**src/rtl/mips8_controller.sv**
```systemverilog
// Multicycle control FSM for the 8-bit MIPS datapath: byte-wise fetch, decode, execute.
// Memory states (fetch, LB read, SB write) stall on mem_ready; outputs are a pure function of state and inputs.
module mips8_controller (
  input  logic       clk,
  input  logic       reset,
  input  logic [5:0] op,
  input  logic [5:0] funct,
  input  logic       zero,
  input  logic       mem_ready,
  output logic       memread,
  output logic       memwrite,
  output logic       iord,
  output logic [3:0] irwrite,
  output logic       memtoreg,
  output logic       regdst,
  output logic       regwrite,
  output logic       alusrca,
  output logic [1:0] alusrcb,
  output logic [1:0] pcsource,
  output logic       pcen,
  output logic [2:0] alucontrol,
  output logic [3:0] state
);

  localparam logic [5:0] OP_RTYPE = 6'b000000;
  localparam logic [5:0] OP_LB    = 6'b100000;
  localparam logic [5:0] OP_SB    = 6'b101000;
  localparam logic [5:0] OP_BEQ   = 6'b000100;
  localparam logic [5:0] OP_J     = 6'b000010;
  localparam logic [5:0] OP_ADDI  = 6'b001000;

  localparam logic [2:0] ALU_AND = 3'b000;
  localparam logic [2:0] ALU_OR  = 3'b001;
  localparam logic [2:0] ALU_ADD = 3'b010;
  localparam logic [2:0] ALU_SUB = 3'b110;
  localparam logic [2:0] ALU_SLT = 3'b111;

  typedef enum logic [3:0] {
    S_FETCH1  = 4'd0,
    S_FETCH2  = 4'd1,
    S_FETCH3  = 4'd2,
    S_FETCH4  = 4'd3,
    S_DECODE  = 4'd4,
    S_MEMADR  = 4'd5,
    S_LBRD    = 4'd6,
    S_LBWR    = 4'd7,
    S_SBWR    = 4'd8,
    S_RTYPEEX = 4'd9,
    S_RTYPEWR = 4'd10,
    S_BEQEX   = 4'd11,
    S_JEX     = 4'd12,
    S_ADDIEX  = 4'd13,
    S_ADDIWR  = 4'd14
  } state_e;

  state_e state_q, state_d;

  always_ff @(posedge clk) begin
    if (reset) state_q <= S_FETCH1;
    else       state_q <= state_d;
  end

  assign state = state_q;

  // Next-state logic: memory states only advance when the access completes.
  always_comb begin
    state_d = state_q;
    case (state_q)
      S_FETCH1:  if (mem_ready) state_d = S_FETCH2;
      S_FETCH2:  if (mem_ready) state_d = S_FETCH3;
      S_FETCH3:  if (mem_ready) state_d = S_FETCH4;
      S_FETCH4:  if (mem_ready) state_d = S_DECODE;
      S_DECODE: begin
        case (op)
          OP_LB, OP_SB: state_d = S_MEMADR;
          OP_RTYPE:     state_d = S_RTYPEEX;
          OP_BEQ:       state_d = S_BEQEX;
          OP_J:         state_d = S_JEX;
          OP_ADDI:      state_d = S_ADDIEX;
          default:      state_d = S_FETCH1;
        endcase
      end
      S_MEMADR: begin
        case (op)
          OP_LB:   state_d = S_LBRD;
          OP_SB:   state_d = S_SBWR;
          default: state_d = S_FETCH1;
        endcase
      end
      S_LBRD:    if (mem_ready) state_d = S_LBWR;
      S_LBWR:    state_d = S_FETCH1;
      S_SBWR:    if (mem_ready) state_d = S_FETCH1;
      S_RTYPEEX: state_d = S_RTYPEWR;
      S_RTYPEWR: state_d = S_FETCH1;
      S_BEQEX:   state_d = S_FETCH1;
      S_JEX:     state_d = S_FETCH1;
      S_ADDIEX:  state_d = S_ADDIWR;
      S_ADDIWR:  state_d = S_FETCH1;
      default:   state_d = S_FETCH1;
    endcase
  end

  // Output decode; irwrite and pcen in fetch are gated by mem_ready so a stall never double-loads.
  always_comb begin
    memread    = 1'b0;
    memwrite   = 1'b0;
    iord       = 1'b0;
    irwrite    = 4'b0000;
    memtoreg   = 1'b0;
    regdst     = 1'b0;
    regwrite   = 1'b0;
    alusrca    = 1'b0;
    alusrcb    = 2'b00;
    pcsource   = 2'b00;
    pcen       = 1'b0;
    alucontrol = ALU_ADD;
    case (state_q)
      S_FETCH1, S_FETCH2, S_FETCH3, S_FETCH4: begin
        memread = 1'b1;
        alusrcb = 2'b01;
        pcen    = mem_ready;
        case (state_q)
          S_FETCH1: irwrite = {3'b000, mem_ready};
          S_FETCH2: irwrite = {2'b00, mem_ready, 1'b0};
          S_FETCH3: irwrite = {1'b0, mem_ready, 2'b00};
          default:  irwrite = {mem_ready, 3'b000};
        endcase
      end
      S_DECODE: begin
        alusrcb = 2'b11;
      end
      S_MEMADR: begin
        alusrca = 1'b1;
        alusrcb = 2'b10;
      end
      S_LBRD: begin
        memread = 1'b1;
        iord    = 1'b1;
      end
      S_LBWR: begin
        regwrite = 1'b1;
        memtoreg = 1'b1;
      end
      S_SBWR: begin
        memwrite = 1'b1;
        iord     = 1'b1;
      end
      S_RTYPEEX: begin
        alusrca = 1'b1;
        case (funct)
          6'b100000: alucontrol = ALU_ADD;
          6'b100010: alucontrol = ALU_SUB;
          6'b100100: alucontrol = ALU_AND;
          6'b100101: alucontrol = ALU_OR;
          6'b101010: alucontrol = ALU_SLT;
          default:   alucontrol = ALU_ADD;
        endcase
      end
      S_RTYPEWR: begin
        regwrite = 1'b1;
        regdst   = 1'b1;
      end
      S_BEQEX: begin
        alusrca    = 1'b1;
        alucontrol = ALU_SUB;
        pcsource   = 2'b01;
        pcen       = zero;
      end
      S_JEX: begin
        pcsource = 2'b10;
        pcen     = 1'b1;
      end
      S_ADDIEX: begin
        alusrca = 1'b1;
        alusrcb = 2'b10;
      end
      S_ADDIWR: begin
        regwrite = 1'b1;
      end
      default: ;
    endcase
  end

endmodule

```
**config.mk**
```make
export PLATFORM = sky130hd
export DESIGN_NAME = mips8_controller
export DESIGN_NICKNAME = d
export VERILOG_FILES = /design/src/rtl/mips8_controller.sv
export SDC_FILE = /design/constraint.sdc
export NUM_CORES = 1
export LEC_CHECK = 0
export CORE_AREA = 4 4 50 52
export CTS_CLUSTER_SIZE = 10
export DETAILED_ROUTE_END_ITERATION = 8
export DIE_AREA = 0 0 54 56
export PLACE_DENSITY = 0.66
export REMOVE_ABC_BUFFERS = 1
export SETUP_SLACK_MARGIN = 0.5
export SLEW_MARGIN = 20
export SYNTH_ARGS = -nofsm -noshare
export SYNTH_HDL_FRONTEND = slang
export SYNTH_SLANG_ARGS = --single-unit
```
**constraint.sdc**
```tcl
create_clock -name clk -period 3.8 [get_ports clk]
set_input_delay 0.57 -clock clk [delete_from_list [all_inputs] [get_ports clk]]
set_output_delay 0.57 -clock clk [all_outputs]
set_load 0.02 [all_outputs]
```
==> results.json <==
{
  "fin_tns_setup_ns": 0,
  "start_util_pct": 28.2,
  "synth_edf_count": 0,
  "rows": 17,
  "drc_errors": 0,
  "rsz0062_at_grt": "no",
  "min_period_ns": 2.85,
  "cts-hold-fix-buffers": 0,
  "htreeDepth": 1,
  "drt_wl_total_um": 1980,
  "ir_worst_vdd_uv": 223,
  "status": "completed",
  "num_vias": 782,
  "max_cap_viol_count": 0,
  "first_global_vias": 716,
  "syn-cell-area_um2": 593,
  "synth.distinct_cells": 39,
  "yosysTopAreaCell": "dfxtp_1",
  "required_ns": 3.23,
  "highest_layer": "met3",
  "fin_crit_sh_pct": 75.0,
  "wl_met3_um": 242,
  "setup_viol": 0,
  "area_delta_synth_final_pct": 68.8,
  "ys_warn_count": 0,
  "p_leak_nw": 0.320,
  "ctsLongestPathBuffers": 2,
  "synth_cells": 90,
  "slew_viol_final": 0,
  "cts_buffers": 3,
  "dp_hpwl_um": 1510,
  "seq_area_frac_synth_pct": 13.5,
  "synthTopCellsByArea": "dfxtp_1 14%, nor2_1 11%, nand2b_1 7.4%",
  "cts-root-buf": "clkbuf_4",
  "m1WireLength_um": 878,
  "synth.top_cell.area_share_pct": 13.5,
  "detailedRoute.firstIterationViolations": 11,
  "grtUsageTotal_pct": 13.3,
  "end_kind": "output pin",
  "path_class": "in -> out",
  "grt_first_pass_wirelength_um": 3170,
  "postSynthAreaPerCell_um2": 6.59,
  "core-area_mm2": 0.00211,
  "tightest_slew_ns": 0.632,
  "yosysMostFrequentCell": "nor2_1",
  "netlist_top_cells_count": "17 x nor2_1, 7 x a21oi_1, 7 x nand2b_1",
  "ant_nets": 0,
  "clock_latency_ns": 0.24,
  "routed-wl-met2_um": 859,
  "largest_register_ffs": 4,
  "setup_ws_ns": 0.949,
  "die_w_um": 54,
  "place.gp.congestion": 0.795,
  "n_antenna_cell": 0,
  "io-pin-count": 39,
  "hp-class": "reg -> reg",
  "viasPerCell": 5.08,
  "finalHoldViolCount": 0,
  "numPortBuffers": 38,
  "die_height_um": 56,
  "cts_tree": "built",
  "ys_ff_latch": 4,
  "dr.pass1.iters": 4,
  "grt.overflow.total": 0,
  "ctsResizeCount": 0,
  "avgRoutedWirePerCell_um": 12.9,
  "cp_max_fo": 6,
  "grt_max_degree": 22,
  "whs_ns": 0.819,
  "finClkSkew_ns": 0.0101,
  "cts_sinks": 4,
  "start_kind": "primary input",
  "pre_cts_slack_ns": 0.951,
  "max_freq_mhz": 351,
  "arrival_ns": 2.28,
  "antenna_found_initial": 0,
  "post_cts_buffers": 0,
  "p_per_area_mw_per_mm2": 162,
  "synth-async-reset-ratio_pct": 0,
  "nNetsFinal": 144,
  "fillCellCount": 209,
  "path_clk_slew_ns": 0.04,
  "synth_flop_cell": "dfxtp_1",
  "die-area_mm2": 0.00302,
  "relSlewSlack_pct": 57.8,
  "drive_above_1_share_pct": 6.35
}
metal layers:
metal,GRT usage (%),vias up
met5,0,-
met3,5.36,0
li1,-,408
met4,1.07,0
met2,21.1,32
met1,17.3,342
area by class of cell:
class / count / area [um2] / share of cell area, %
Inverter: 3 / 11.3 / 1.13
Multi-Input combinational cell: 78 / 472 / 47.1
Sequential cell: 4 / 80.1 / 8.00
Clock buffer: 3 / 22.5 / 2.25
Tap cell: 28 / 35.0 / 3.50
Timing Repair Buffer: 38 / 380 / 38.0
kinds of logic after synthesis:
family,after synthesis,synth area share [%]
AO/OA/AOI/OAI,27,31.4
XOR/XNOR,2,2.95
buffers and inverters,8,6.96
flip-flops,4,13.5
AND/OR/NAND/NOR,49,45.1
worst paths after layout:
kind / to / depth (start not counted) / startpoint / slack [ns]
setup / recovery: pcen / 6 / mem_ready / 0.95
hold / removal: state[3] / 2 / state[1] / 0.82
setup reg to reg: state[2] / 4 / state[2] / 1.72
hold reg to reg: state[3] / 2 / state[1] / 0.82
through the flow:
| stage | utilization, % | total power (W) | cells | instance area, um2 |
|---|---|---|---|---|
| global placement | 46.5 | 0.000110 | 151 | 978 |
| finish | 47.5 | 0.000162 | 154 | 1000 |
| global route | 47.5 | 0.000177 | 154 | 1000 |
| CTS | 47.5 | 0.000165 | 154 | 1000 |
| floorplan | - | 0.0000758 | 85 | 563 |
| detailed placement | 46.5 | 0.000110 | 151 | 978 |
worst max-delay path: stages:
cell,delay [ns]
clkdlybuf4s50_1,0.57
inv_1,0.09
nor2_1,0.18
a41oi_1,0.07
o22ai_1,0.16
clkdlybuf4s50_1,0.63
where the power goes:
group | switching, W | leakage [nW] | internal [W]
clock network | 0.0000178 | 0.0138 | 0.0000353
logic | 0.0000261 | 0.274 | 0.0000321
registers | 0.00000727 | 0.0326 | 0.0000438
total | 0.0000511 | 0.320 | 0.000111
cells in the final DEF, fill, tap and decap left out:
cell | netlist | routed
nand3_1 | 1 | 1
a22oi_1 | 1 | 1
nand2b_2 | 1 | 1
nand3b_1 | 1 | 1
and4b_1 | 1 | 1
or4b_1 | 1 | 1
nand2b_1 | 7 | 7
nor2_1 | 17 | 17
clkbuf_4 | 0 | 3
nand4b_1 | 1 | 1
o211ai_1 | 1 | 1
a21oi_1 | 7 | 7
o21a_1 | 1 | 1
a211o_1 | 1 | 1
xnor2_1 | 1 | 1
and2b_2 | 1 | 1
a41oi_1 | 1 | 1
nor3b_1 | 3 | 3
or3b_2 | 1 | 1
a31oi_1 | 2 | 2
a21boi_0 | 1 | 1
or3_1 | 1 | 1
nor4_1 | 2 | 2
a21o_2 | 1 | 1
a21o_1 | 1 | 1
a32oi_1 | 1 | 1
a211oi_2 | 1 | 1
o22ai_1 | 1 | 1
dfxtp_1 | 4 | 4
nor3_1 | 6 | 6
xor2_1 | 1 | 1
o32a_1 | 2 | 2
nor2b_1 | 1 | 1
nand2_1 | 4 | 4
o21ai_0 | 4 | 4
clkdlybuf4s50_1 | 0 | 38
o21bai_1 | 1 | 1
inv_1 | 3 | 3
Note: power is estimated with default switching activity, not from simulation.
